## config.mk

```make
export PLATFORM = sky130hd
export DESIGN_NAME = mips_cpu_npc
export DESIGN_NICKNAME = d
export VERILOG_FILES = /design/src/rtl/mips_cpu_pkg.sv /design/src/rtl/mips_cpu_npc_target.sv /design/src/rtl/mips_cpu_npc.sv
export SDC_FILE = /design/constraint.sdc
export NUM_CORES = 1
export LEC_CHECK = 0
export CAP_MARGIN = 0
export CORE_ASPECT_RATIO = 0.7
export CORE_MARGIN = 2
export CORE_UTILIZATION = 57
export DETAILED_ROUTE_END_ITERATION = 7
export DONT_BUFFER_PORTS = 1
export PLACE_DENSITY_LB_ADDON = 0.3
export SLEW_MARGIN = 20
export SYNTH_ARGS = -nofsm -noshare
export SYNTH_HDL_FRONTEND = slang
export SYNTH_SLANG_ARGS = --single-unit
```

## constraint.sdc

```tcl
create_clock -name clk -period 10.6 [get_ports clk]
set_input_delay 3.18 -clock clk [delete_from_list [all_inputs] [get_ports clk]]
set_output_delay 3.18 -clock clk [all_outputs]
set_load 0.03 [all_outputs]
```

## src/rtl/mips_cpu_pkg.sv

```systemverilog
// Shared definitions for the MIPS CPU next-PC logic.
//   RESET_VECTOR_DEFAULT : boot address (kseg1 ROM)
//   PC_STEP              : sequential instruction stride in bytes
//   npc_state_e          : SEQ = no redirect pending, PEND = target latched
package mips_cpu_pkg;

  localparam logic [31:0] RESET_VECTOR_DEFAULT = 32'hBFC00000;
  localparam logic [31:0] PC_STEP              = 32'd4;

  typedef enum logic {
    SEQ  = 1'b0,
    PEND = 1'b1
  } npc_state_e;

endpackage

```

## src/rtl/mips_cpu_npc_target.sv

```systemverilog
// Combinational redirect-target calculation.
//   pc_curr                     : PC of the instruction in flight
//   branch_taken/branch_offset  : conditional branch and its raw immediate
//   jump/jump_index             : J/JAL and its 26-bit index
//   jump_reg/reg_target         : JR/JALR and the rs value
//   seq_pc                      : pc_curr + 4 (wraps mod 2^32)
//   redirect                    : any redirect requested
//   target                      : selected target, priority jump_reg > jump > branch
module mips_cpu_npc_target
  import mips_cpu_pkg::*;
(
  input  logic [31:0] pc_curr,
  input  logic        branch_taken,
  input  logic [15:0] branch_offset,
  input  logic        jump,
  input  logic [25:0] jump_index,
  input  logic        jump_reg,
  input  logic [31:0] reg_target,
  output logic [31:0] seq_pc,
  output logic        redirect,
  output logic [31:0] target
);

  logic [31:0] branch_disp;

  always_comb begin
    seq_pc      = pc_curr + PC_STEP;
    branch_disp = {{14{branch_offset[15]}}, branch_offset, 2'b00};
    redirect    = jump_reg | jump | branch_taken;
    target      = '0;
    if (jump_reg) begin
      target = reg_target;
    end else if (jump) begin
      // Region bits come from the delay-slot address, not pc_curr.
      target = {seq_pc[31:28], jump_index, 2'b00};
    end else if (branch_taken) begin
      target = seq_pc + branch_disp;
    end
  end

endmodule

```

## src/rtl/mips_cpu_npc.sv

```systemverilog
// Next-PC generator with one branch delay slot.
//   clk, rst       : clock, asynchronous active-high reset
//   stall          : hold PC and all state this cycle
//   pc_curr        : current PC from the PC register
//   branch_*, jump*, reg_target : redirect requests for pc_curr
//   npc_out        : combinational next PC (to the PC register's cpc_in)
//   in_delay_slot  : pc_curr is the delay-slot instruction of a redirect
//   addr_err       : sticky, a latched target was not word aligned
module mips_cpu_npc
  import mips_cpu_pkg::*;
#(
  parameter logic [31:0] RESET_VECTOR = RESET_VECTOR_DEFAULT
) (
  input  logic        clk,
  input  logic        rst,
  input  logic        stall,
  input  logic [31:0] pc_curr,
  input  logic        branch_taken,
  input  logic [15:0] branch_offset,
  input  logic        jump,
  input  logic [25:0] jump_index,
  input  logic        jump_reg,
  input  logic [31:0] reg_target,
  output logic [31:0] npc_out,
  output logic        in_delay_slot,
  output logic        addr_err
);

  npc_state_e  state_q, state_d;
  logic [31:0] target_q, target_d;
  logic        addr_err_q, addr_err_d;

  logic [31:0] seq_pc;
  logic        redirect;
  logic [31:0] new_target;

  mips_cpu_npc_target u_target (
    .pc_curr       (pc_curr),
    .branch_taken  (branch_taken),
    .branch_offset (branch_offset),
    .jump          (jump),
    .jump_index    (jump_index),
    .jump_reg      (jump_reg),
    .reg_target    (reg_target),
    .seq_pc        (seq_pc),
    .redirect      (redirect),
    .target        (new_target)
  );

  // Next-state: redirects are only accepted in SEQ, so a branch sitting in a
  // delay slot never overwrites the first latched target.
  always_comb begin
    state_d    = state_q;
    target_d   = target_q;
    addr_err_d = addr_err_q;
    if (!stall) begin
      unique case (state_q)
        SEQ: begin
          if (redirect) begin
            state_d    = PEND;
            target_d   = new_target;
            addr_err_d = addr_err_q | (new_target[1:0] != 2'b00);
          end
        end
        PEND: begin
          state_d = SEQ;
        end
        default: state_d = SEQ;
      endcase
    end
  end

  // Outputs: reset override kept separate so rst stays out of the flop D path.
  always_comb begin
    npc_out       = seq_pc;
    in_delay_slot = (state_q == PEND);
    if (rst) begin
      npc_out       = RESET_VECTOR + PC_STEP;
      in_delay_slot = 1'b0;
    end else if (stall) begin
      npc_out = pc_curr;
    end else if (state_q == PEND) begin
      npc_out = target_q;
    end
  end

  assign addr_err = addr_err_q;

  always_ff @(posedge clk or posedge rst) begin
    if (rst) begin
      state_q    <= SEQ;
      target_q   <= '0;
      addr_err_q <= 1'b0;
    end else begin
      state_q    <= state_d;
      target_q   <= target_d;
      addr_err_q <= addr_err_d;
    end
  end

endmodule

```

**After elaboration in Yosys (flattened, before gate mapping)**

Cells that the tools add are included.

- Input bits: 112
- Register bits: 34
- Output and inout bits: 34
- Logic and storage cells: 21

- Muxes and demuxes: 9
- Add/sub/neg operators: 2
- Reduce and logical (&&, ||, !) cells: 2
- Bitwise operators: 5

Operators with widths:

| kind | count |
|---|---|
| $mux 32 | 6 |
| $add 32x3->32 const B | 1 |
| $add 32x32->32 | 1 |
| $or 1x1->1 | 3 |
| $reduce_and 3->1 | 1 |
| $mux 1 | 2 |
| $not 1->1 | 2 |
| $pmux 1 s2 | 1 |
| $reduce_bool 2->1 | 1 |

**Depth between registers and ports, before layout**

Gate-level depths: netlist of the first run.

- Depth after elaboration: 7
- Depth in mapped cells: 18
- Depth with buffers taken out: 17

**Hierarchy**

From an unflattened synthesis of the first run, not the netlist that was laid out.

- Cell total of the unflattened synthesis: 574
- Area total of the unflattened synthesis: 4745.8 sq um

Modules (own cells, without submodules):

| module | area an instance (sq um) | seq. area each (sq um) | cells an instance | times used |
|---|---|---|---|---|
| mips_cpu_npc_target | 2657.5 | 0.0 | 396 | 1 |
| mips_cpu_npc | 2088.3 | 850.8 | 178 | 1 |

**Worst setup path before layout of the first run**

OpenSTA, ideal clock, no wires.

- Kind: input port to output port
- Start point: input pc_curr[2]
- End point: output npc_out[30]
- Required time: 7.420 ns
- Arrival: 5.427 ns
- Cell stages on the path: 10
- Buffers on the path: 0
- Path slack: 1.993 ns
- Cells stage by stage: ha_1 -> nand4_4 -> nor4_4 -> nand2_4 -> nor3_4 -> nand2_1 -> or3_1 -> a21oi_1 -> a221oi_1 -> nor2_1

- Longest elaborated chain between the ends: 4

Ends and longest elaborated chain:

| item | RTL line | RTL |
|---|---|---|
| start, declared | mips_cpu_npc.sv:17 | `input logic [31:0] pc_curr,` |
| $add 32x3->32 | mips_cpu_npc_target.sv:27 | `seq_pc = pc_curr + PC_STEP;` |
| $mux 32 | mips_cpu_npc.sv:82 | `end else if (state_q == PEND) begin` |
| $mux 32 | mips_cpu_npc.sv:80 | `end else if (stall) begin` |
| $mux 32 | mips_cpu_npc.sv:77 | `if (rst) begin` |
| end, declared | mips_cpu_npc.sv:24 | `output logic [31:0] npc_out,` |

Every way passes these cells.

**Worst setup path after layout of the first run**

Same ends and word-level chain as after synthesis.

==> impl_metrics.tcl, run 1 <==
set metrics [dict create \
    syn-num-nets 824 \
    num_antenna_cells 0 \
    async_flop_share 1.000 \
    avgSynthCellArea_um2 7.191 \
    final-max-slew-violation-count 0 \
    placed_cells_incl_taps 747 \
    clock_path_buffers 2 \
    clkSlewWorstSetupHoldPaths_ns 0.05 \
    worstSetupEndpoint "npc_out[30]" \
    grt_setup_unrepaired "false" \
    synth.top_cells.by_area "sky130_fd_sc_hd__dfrtp_1, sky130_fd_sc_hd__ha_1, sky130_fd_sc_hd__o21ai_0" \
    max_cap_violations 0 \
    clock_tree.htree_level_count 2 \
    synth_warnings 0 \
    met2RoutedLength_mm 6.705 \
    topRoutingLayerUsed "met4" \
    drt-met1-wl_mm 7.302 \
    holdBufCountCts 0 \
    total_leakage_power_nw 2.149 \
    critPathArrivalTime_ns 5.74 \
    area.growth.synth_to_final_pct 3.752 \
    slew-limit-headroom 0.3713 \
    grt_pass1_vias 4475 \
    overflow 0 \
    final_total_power_w 0.0006041 \
    skew_ns 0.005897 \
    layoutNonFillerInstCount 755 \
    filler_cell_count 778 \
    dp_slack_ns 1.703 \
    layout_worst_path_cycle_share 0.8412 \
    post-dp-hpwl_mm 12.55 \
    post_cts_resize_count 0 \
    reg2reg_to "target_q[24]" \
    finalSetupTns_ns 0 \
    ff2ff_setup_slack_ns 8.01 \
    power_per_cell_area_nw_per_um2 119.6 \
    grt_antenna_before_repair 0 \
    insertion_delay_ns 0.28 \
    post_synthesis_cell_area_um2 4868 \
    drive_gt1_frac 0.05077 \
    wire_per_inst_um 21.72 \
    avgViaCountPerCell 6.799 \
    ir_worst_vdd_mv 0.07063 \
    clkSinkCount 34 \
    drt_first_iter_violations 663 \
    crit_start "pc_curr[2]" \
    top_level_ports 146 \
    die_x_um 114.5 \
    start_util 0.5814 \
    outcome "completed" \
    criticalPathCategory "in2out" \
    synth_cell_type_count 57 \
    synthDominantAreaCellType "sky130_fd_sc_hd__dfrtp_1" \
    drt-pass1-iter-count 5 \
    route.antenna.remaining_nets 0 \
    coreArea_um2 8373 \
    cts.root.buffer_cell "sky130_fd_sc_hd__clkbuf_16" \
    wl_met3_mm 2.159 \
    post_cts.repair.setup_buffers 0 \
    post-route-min-period_ns 8.917 \
    finalWorstSetupSlack_ns 1.683 \
    netlist.area_leader.share 0.1748 \
    floorplan.rows 28 \
    max_frequency_mhz 112.1 \
    cp-end-kind "output port" \
    grt_first_pass_wirelength_mm 24.59 \
    synth_top_flop_cell "sky130_fd_sc_hd__dfrtp_1" \
    crit_path_max_fanout 6 \
    synth.most_common_cell "sky130_fd_sc_hd__nor2_1" \
    die_area_um2 9308 \
    startpoint_type "primary input" \
    drc_errors 0 \
    numCtsBuffers 5 \
    final_nets 796 \
    timing.reg2reg.worst_path_depth 9 \
    hold_viol 0 \
    grtUsageTotal 0.3444 \
    synth.top_cells.by_count "sky130_fd_sc_hd__nor2_1, sky130_fd_sc_hd__nand2_1, sky130_fd_sc_hd__o21ai_0" \
    setup_violations 0 \
    netlist_instances 677 \
    cts_tree "built" \
    critical_path_required_ns 7.42 \
    grt_max_degree 64 \
    dr_total_vias 5133 \
    synth-seq-cells 34 \
    min_delay_path_depth 2 \
    gp_routability_congestion 0.9436 \
    port_buffers 0 \
    seq_area_frac_synth 0.1748 \
    worstReg2RegStart "state_q" \
    chipHeight_um 81.32 \
    synth-edff-count 0 \
    detail_route.wirelength_mm 16.40 \
    min_path_type "reg2reg" \
    worst-slew-pin-transition_ns 0.9420 \
]
==> metal layers <==
metal  GRT usage  vias up
li1            -     2405
met4     0.05122        0
met3     0.08284       22
met2      0.5012      317
met5           0        -
met1      0.5204     2389
==> logic make-up (layout without fill, tap and decap cells) <==
logic type / Yosys count / count (layout) / share of synthesized area
and+or+nand+nor: 244 / 244 / 0.2434
AOI/OAI and AO/OA: 235 / 235 / 0.3061
buffers and inverters: 55 / 28 / 0.04343
xor gates and xnor gates: 49 / 49 / 0.08815
adders and majority gates: 35 / 35 / 0.09149
DFF: 34 / 34 / 0.1748
muxes: 25 / 25 / 0.05268
==> per-stage QoR <==
| step | hold slack [ns] | instance area, µm² | util |
|---|---|---|---|
| 2_1_floorplan | 0.4444 | 4868 | - |
| 3_3_place_gp | 0.4656 | 4903 | 0.5856 |
| 3_5_place_dp | 0.4714 | 4903 | 0.5856 |
| 4_1_cts | 0.4829 | 5051 | 0.6033 |
| 5_1_grt | 0.5013 | 5051 | 0.6033 |
| 6_report | 0.4845 | 5051 | 0.6033 |
==> critical path, stage by stage <==
cell and delay [ns]:
sky130_fd_sc_hd__ha_1 0.30, sky130_fd_sc_hd__nand4_4 0.18, sky130_fd_sc_hd__nor4_4 0.54, sky130_fd_sc_hd__nand2_4 0.11, sky130_fd_sc_hd__nor3_4 0.29, sky130_fd_sc_hd__nand2_1 0.15, sky130_fd_sc_hd__or3_1 0.32, sky130_fd_sc_hd__a21oi_1 0.14
sky130_fd_sc_hd__a221oi_1 0.08, sky130_fd_sc_hd__nor2_1 0.44
==> state kept, by name, indices dropped and copies added, names as in the netlist <==
register and cells:
target_q 32, addr_err 1, state_q 1
==> cell type report <==
cell class	count	area (µm²)	share of cell area
repair buffers	6	45.04	0.008918
well taps	105	131.4	0.02601
clock buffers	7	142.6	0.02824
flip-flops and latches	34	852.1	0.1687
clock inverters	1	5.005	0.0009908
multi-input cells	588	3822	0.7568
inverters	14	52.55	0.01040
==> placed cells by master (no fill, tap or decap), types with 4 or more instances in the layout <==
| cell | count |
|---|---|
| sky130_fd_sc_hd__o211ai_1 | 7 |
| sky130_fd_sc_hd__inv_1 | 14 |
| sky130_fd_sc_hd__nand4_1 | 5 |
| sky130_fd_sc_hd__nor3_1 | 13 |
| sky130_fd_sc_hd__clkbuf_16 | 5 |
| sky130_fd_sc_hd__and3_1 | 9 |
| sky130_fd_sc_hd__a21oi_1 | 63 |
| sky130_fd_sc_hd__a211oi_1 | 4 |
| sky130_fd_sc_hd__a22oi_1 | 5 |
| sky130_fd_sc_hd__xnor2_1 | 29 |
| sky130_fd_sc_hd__a31oi_1 | 6 |
| sky130_fd_sc_hd__dfrtp_1 | 33 |
| sky130_fd_sc_hd__or3_1 | 9 |
| sky130_fd_sc_hd__nor2_1 | 80 |
| sky130_fd_sc_hd__nand2b_1 | 6 |
| sky130_fd_sc_hd__nor2b_1 | 7 |
| sky130_fd_sc_hd__a21o_1 | 19 |
| sky130_fd_sc_hd__mux2i_1 | 20 |
| sky130_fd_sc_hd__a221oi_1 | 14 |
| sky130_fd_sc_hd__o31ai_1 | 6 |
| sky130_fd_sc_hd__o21ai_0 | 65 |
| sky130_fd_sc_hd__buf_4 | 6 |
| sky130_fd_sc_hd__xor2_1 | 20 |
| sky130_fd_sc_hd__o22ai_1 | 6 |
| sky130_fd_sc_hd__o21a_1 | 12 |
| sky130_fd_sc_hd__a221o_1 | 7 |
| sky130_fd_sc_hd__a211o_1 | 6 |
| sky130_fd_sc_hd__and2_1 | 5 |
| sky130_fd_sc_hd__mux2_2 | 5 |
| sky130_fd_sc_hd__ha_1 | 34 |
| sky130_fd_sc_hd__nand3_1 | 22 |
| sky130_fd_sc_hd__nand2_1 | 72 |
==> power by group <==
part	total [W]	internal (W)	switching (W)
clock network	0.000149	0.0000932	0.0000555
registers	0.000185	0.000162	0.0000233
logic	0.000271	0.000104	0.000166
==> worst min path at each step <==
stage | from | end | slack, ns
after floorplan | target_q[23] | target_q[23] | 0.44
after global placement | target_q[1] | target_q[1] | 0.47
after detailed placement | target_q[10] | target_q[10] | 0.47
after CTS | target_q[10] | target_q[10] | 0.48
after global routing | target_q[6] | target_q[6] | 0.50
final | target_q[11] | target_q[11] | 0.48
No activity file was read; power rests on OpenSTA's default activity.
==> inputs of run 2 (changes only) <==
ABC_AREA = 1   (was unset)
clock period = 9.1 ns   (was 10.6 ns; I/O delays follow)
==> impl_metrics.tcl, run 2 <==
set metrics [dict create \
    outcome "completed" \
    synth.top_cells.by_area "sky130_fd_sc_hd__nand2_1, sky130_fd_sc_hd__dfrtp_1, sky130_fd_sc_hd__inv_1" \
    worst-slew-pin-transition_ns 1.117 \
    final_cell_mix "sky130_fd_sc_hd__nand2_1, sky130_fd_sc_hd__inv_1, sky130_fd_sc_hd__nor2_1" \
    critical_path_required_ns 6.37 \
    crit_path_max_fanout 4 \
    total_leakage_power_nw 3.041 \
    floorplan.rows 29 \
    clkSinkCount 34 \
    min_path_type "reg2reg" \
    synth_top_flop_cell "sky130_fd_sc_hd__dfrtp_1" \
    avgSynthCellArea_um2 5.531 \
    clkSlewWorstSetupHoldPaths_ns 0.06 \
    final-max-slew-violation-count 0 \
    port_buffers 0 \
    clock_tree.htree_level_count 2 \
    layout_worst_path_cycle_share 0.8230 \
    critPathArrivalTime_ns 4.76 \
    power_per_cell_area_nw_per_um2 122.5 \
    grtUsageTotal 0.3624 \
    grt_setup_unrepaired "false" \
    grt_first_pass_wirelength_mm 29.08 \
    drive_gt1_frac 0.04209 \
    chipHeight_um 86.13 \
    grt_pass1_vias 5651 \
    post_synthesis_cell_area_um2 5493 \
    slew-limit-headroom 0.2510 \
    criticalPathCategory "in2out" \
    ir_worst_vdd_mv 0.1048 \
    drt_first_iter_violations 695 \
    detail_route.wirelength_mm 19.36 \
    gp_routability_congestion 1.000 \
    number_of_flip_flops_under_the_largest_register_name 32 \
    synth.most_common_cell "sky130_fd_sc_hd__nand2_1" \
    route.antenna.remaining_nets 0 \
    holdBufCountCts 0 \
    timing.hold.ws_ns 0.4835 \
    wire_per_inst_um 17.63 \
    cp-end-kind "output port" \
    netlist.area_leader.share 0.2180 \
    grt_antenna_before_repair 0 \
    async_flop_share 1.000 \
    die_x_um 121.3 \
    synth-edff-count 0 \
    top_level_ports 146 \
    clock_path_buffers 2 \
    synth_warnings 0 \
    synth.top_cells.by_count "sky130_fd_sc_hd__nand2_1, sky130_fd_sc_hd__inv_1, sky130_fd_sc_hd__nor2_1" \
    drt-pass1-iter-count 6 \
    hold_viol 0 \
    final_nets 1120 \
    insertion_delay_ns 0.28 \
    drc_errors 0 \
    setup_violations 0 \
    grt_max_degree 51 \
    skew_ns 0.001856 \
    dr_total_vias 6471 \
    synthDominantAreaCellType "sky130_fd_sc_hd__nand2_1" \
    mostFrequentLayoutCell "sky130_fd_sc_hd__nand2_1" \
    avgViaCountPerCell 5.893 \
    post_cts.repair.setup_buffers 0 \
    die_area_um2 10450 \
    post_cts_resize_count 0 \
    start_util 0.5960 \
    area.growth.synth_to_final_pct 3.918 \
    seq_area_frac_synth 0.1549 \
    cts_tree "built" \
    netlist_instances 993 \
    synth-seq-cells 34 \
    post-dp-hpwl_mm 15.51 \
    register_name_with_the_most_flops "target_q" \
    cts.root.buffer_cell "sky130_fd_sc_hd__clkbuf_16" \
    coreArea_um2 9216 \
    finalSetupTns_ns 0 \
    overflow 0 \
    synth_cell_type_count 41 \
    numCtsBuffers 5 \
    num_antenna_cells 0 \
    max_frequency_mhz 133.5 \
    post-route-min-period_ns 7.490 \
    startpoint_type "primary input" \
    syn-num-nets 1140 \
    max_cap_violations 0 \
]
[run 2: cell count changes after synthesis, sizes merged, moves of 11 or more]
| cell | previous run | this run |
|---|---|---|
| nor2 | 80 | 117 |
| o21ai | 66 | 51 |
| nand2 | 73 | 326 |
| o21a | 12 | 1 |
| inv | 14 | 140 |
| nand3 | 22 | 70 |
| a21o | 19 | 3 |
| mux2i | 20 | 0 |
| xnor2 | 29 | 2 |
[run 2: worst max-delay path, stage by stage]
cell and delay, ns:
sky130_fd_sc_hd__ha_1 0.17, sky130_fd_sc_hd__nand2_1 0.08, sky130_fd_sc_hd__nor2_1 0.22, sky130_fd_sc_hd__nand3_1 0.12, sky130_fd_sc_hd__inv_1 0.14, sky130_fd_sc_hd__nand3_1 0.16, sky130_fd_sc_hd__nand3b_1 0.21, sky130_fd_sc_hd__nor2_1 0.10
sky130_fd_sc_hd__nor2_1 0.07, sky130_fd_sc_hd__o21ai_0 0.77
[run 2: metal layers]
layer | routed length [µm] | vias to the layer above | GRT usage | share of wire
li1 | - | 3192 | - | -
met1 | 8702 | 2869 | 0.5179 | 0.45
met2 | 7530 | 371 | 0.5204 | 0.39
met3 | 2487 | 39 | 0.1084 | 0.13
met4 | 635 | 0 | 0.1181 | 0.033
met5 | 0 | - | 0 | 0
[run 2: per-stage QoR]
step | total power (W) | area, µm² | worst slack (ns) | instances | utilization
3_3_place_gp | 0.0005152 | 5557 | 1.694 | 1090 | 0.6029
2_1_floorplan | 0.0004549 | 5493 | 1.128 | 993 | -
3_5_place_dp | 0.0005188 | 5557 | 1.690 | 1090 | 0.6029
4_1_cts | 0.0006939 | 5708 | 1.681 | 1098 | 0.6193
5_1_grt | 0.0007438 | 5708 | 1.505 | 1098 | 0.6193
6_report | 0.0006993 | 5708 | 1.610 | 1098 | 0.6193
[run 2: cells by family (layout without fill, tap and decap cells)]
group                      count (synthesis)  count (layout)  share of synthesized area
buffers and inverters                    170             151                     0.1171
xor gates and xnor gates                  15              15                    0.02392
AOI/OAI and AO/OA                        171             171                     0.1829
DFF                                       34              34                     0.1549
adders and majority gates                 35              35                    0.08109
and+or+nand+nor                          568             568                     0.4401
[run 2: worst paths after layout]
kind                               from           end  slack [ns]  cells after the start
max                          pc_curr[2]   npc_out[24]        1.61                     10
min                        target_q[31]  target_q[31]        0.48                      2
max in group asynchronous           rst  target_q[19]        6.01                      2
max reg2reg                     state_q  target_q[10]        5.99                      7
min in group asynchronous           rst  target_q[10]        2.34                      1
min reg2reg                target_q[31]  target_q[31]        0.48                      2
[run 2: final cells by class]
type / count / area, µm²
Inverter: 141 / 529.3
Multi-Input combinational cell: 789 / 4006
Timing Repair Buffer: 2 / 15.01
Fill cell: 973 / 3508
Clock buffer: 6 / 138.9
Tap cell: 124 / 155.1
Sequential cell: 34 / 850.8
Clock inverter: 2 / 12.51
[run 2: where the power goes]
part	internal [W]	leakage, nW	switching, W
clock	0.000108	0.0729	0.0000668
combinational	0.0000954	2.55	0.000224
sequential	0.000187	0.416	0.0000182
==> inputs of run 3 (changes only) <==
clock period = 6.9 ns   (was 9.1 ns; I/O delays follow)
==> impl_metrics.tcl, run 3 (synthesis results as in run 2) <==
set metrics [dict create \
    route.antenna.remaining_nets 0 \
    slew-limit-headroom 0.2593 \
    post_cts.repair.setup_buffers 0 \
    skew_ns 0.003561 \
    worstReg2RegStart "state_q" \
    start_util 0.5960 \
    place_area_um2 5647 \
    die_area_um2 10450 \
    setup_violations 0 \
    final_total_power_w 0.0009211 \
    die_x_um 121.3 \
    register_name_with_the_most_flops "target_q" \
    outcome "completed" \
    reg2reg_to "target_q[5]" \
    final_nets 1131 \
    overflow 0 \
    total_leakage_power_nw 3.091 \
    max_frequency_mhz 169.9 \
    finalSetupTns_ns 0 \
    grt_antenna_before_repair 0 \
    drt_first_iter_violations 840 \
    drt-pass1-iter-count 7 \
    clkSlewWorstSetupHoldPaths_ns 0.05 \
    final_cell_mix "sky130_fd_sc_hd__nand2_1, sky130_fd_sc_hd__inv_1, sky130_fd_sc_hd__nor2_1" \
    cts.root.buffer_cell "sky130_fd_sc_hd__clkbuf_16" \
    drive_gt1_frac 0.04980 \
    numCtsBuffers 5 \
    layout_worst_path_cycle_share 0.8530 \
    timing.hold.ws_ns 0.4782 \
    coreArea_um2 9216 \
    hp-start "target_q[23]" \
    final_design_area_no_fill_um2 5779 \
    grt_max_degree 51 \
    detail_route.wirelength_mm 19.43 \
    finalWorstSetupSlack_ns 1.014 \
    holdPathEnd "target_q[23]" \
    area.growth.synth_to_final_pct 5.216 \
    max_cap_violations 0 \
    crit_path_max_fanout 4 \
    floorplan.rows 29 \
    worst-slew-pin-transition_ns 1.104 \
    number_of_flip_flops_under_the_largest_register_name 32 \
    criticalPathCategory "in2out" \
    drc_errors 0 \
    port_buffers 0 \
    insertion_delay_ns 0.29 \
    power_per_cell_area_nw_per_um2 159.4 \
    min_path_type "reg2reg" \
    mostFrequentLayoutCell "sky130_fd_sc_hd__nand2_1" \
    ir_worst_vdd_mv 0.1407 \
    wire_per_inst_um 17.54 \
    top_level_ports 146 \
    post_cts_resize_count 0 \
    critPathArrivalTime_ns 3.82 \
    clkSinkCount 34 \
    critical_path_required_ns 4.83 \
    clock_path_buffers 2 \
    gp_routability_congestion 1.039 \
    clock_tree.htree_level_count 2 \
    timing.reg2reg.worst_path_depth 7 \
    dr_total_vias 6535 \
    num_antenna_cells 0 \
    final-max-slew-violation-count 0 \
    startpoint_type "primary input" \
    cts_tree "built" \
    grt_pass1_vias 5671 \
    multiInputGateArea_um2 4001 \
    ff2ff_setup_slack_ns 3.72 \
    post-dp-hpwl_mm 15.36 \
    holdBufCountCts 0 \
    filler_cell_count 950 \
    hold_viol 0 \
    avgViaCountPerCell 5.898 \
    grt_first_pass_wirelength_mm 29.94 \
    area.sequential_um2 850.8 \
    post-route-min-period_ns 5.886 \
    cp-end-kind "output port" \
    grt_setup_unrepaired "false" \
    chipHeight_um 86.13 \
    dp_slack_ns 1.079 \
    grtUsageTotal 0.3691 \
    min_delay_path_depth 2 \
]
run 3: stage by stage:
step,std cells,util
global route,1108,0.6271
floorplan,993,-
CTS,1108,0.6271
detailed placement,1101,0.6127
finish,1108,0.6271
global placement,1101,0.6127
run 3: worst max-delay path by stage:
stage                     slack, ns       start           to  depth (start not counted)
after global placement         1.10  pc_curr[2]  npc_out[20]                          9
after detailed placement       1.08  pc_curr[2]  npc_out[20]                          9
after global routing           0.91  pc_curr[2]  npc_out[20]                          9
after floorplan                0.25         rst  npc_out[14]                          5
after CTS                      1.07  pc_curr[2]  npc_out[20]                          9
final                          1.01  pc_curr[2]  npc_out[22]                         10
run 3: routing by layer:
layer	global-route usage	up-vias	routed length, µm
met5	0	-	0
met4	0.1014	0	478
met3	0.1257	37	3080
met2	0.5358	448	7803
met1	0.5207	2847	8070
li1	-	3203	-
run 3: power by group:
group | leakage [nW] | switching (W) | internal, W
sequential | 0.416 | 0.0000248 | 0.000247
combinational | 2.61 | 0.000298 | 0.000134
clock | 0.0640 | 0.0000853 | 0.000132
total | 3.09 | 0.000408 | 0.000513
run 3: area by class of cell:
| type | instances | share of cell area |
|---|---|---|
| Multi-Input combinational cell | 789 | 0.6924 |
| Sequential cell | 34 | 0.1472 |
| Inverter | 141 | 0.09158 |
| Tap cell | 124 | 0.02685 |
| Clock buffer | 7 | 0.02295 |
| Timing Repair Buffer | 13 | 0.01905 |
run 3: critical path: stages:
cell and delay (ns):
sky130_fd_sc_hd__ha_1 0.19, sky130_fd_sc_hd__nand2_1 0.09, sky130_fd_sc_hd__nor2_1 0.18, sky130_fd_sc_hd__nand3_1 0.11
sky130_fd_sc_hd__inv_1 0.15, sky130_fd_sc_hd__nand4_1 0.18, sky130_fd_sc_hd__nor3_1 0.26, sky130_fd_sc_hd__or2_2 0.16
sky130_fd_sc_hd__nand2_1 0.08, sky130_fd_sc_hd__o21ai_2 0.34
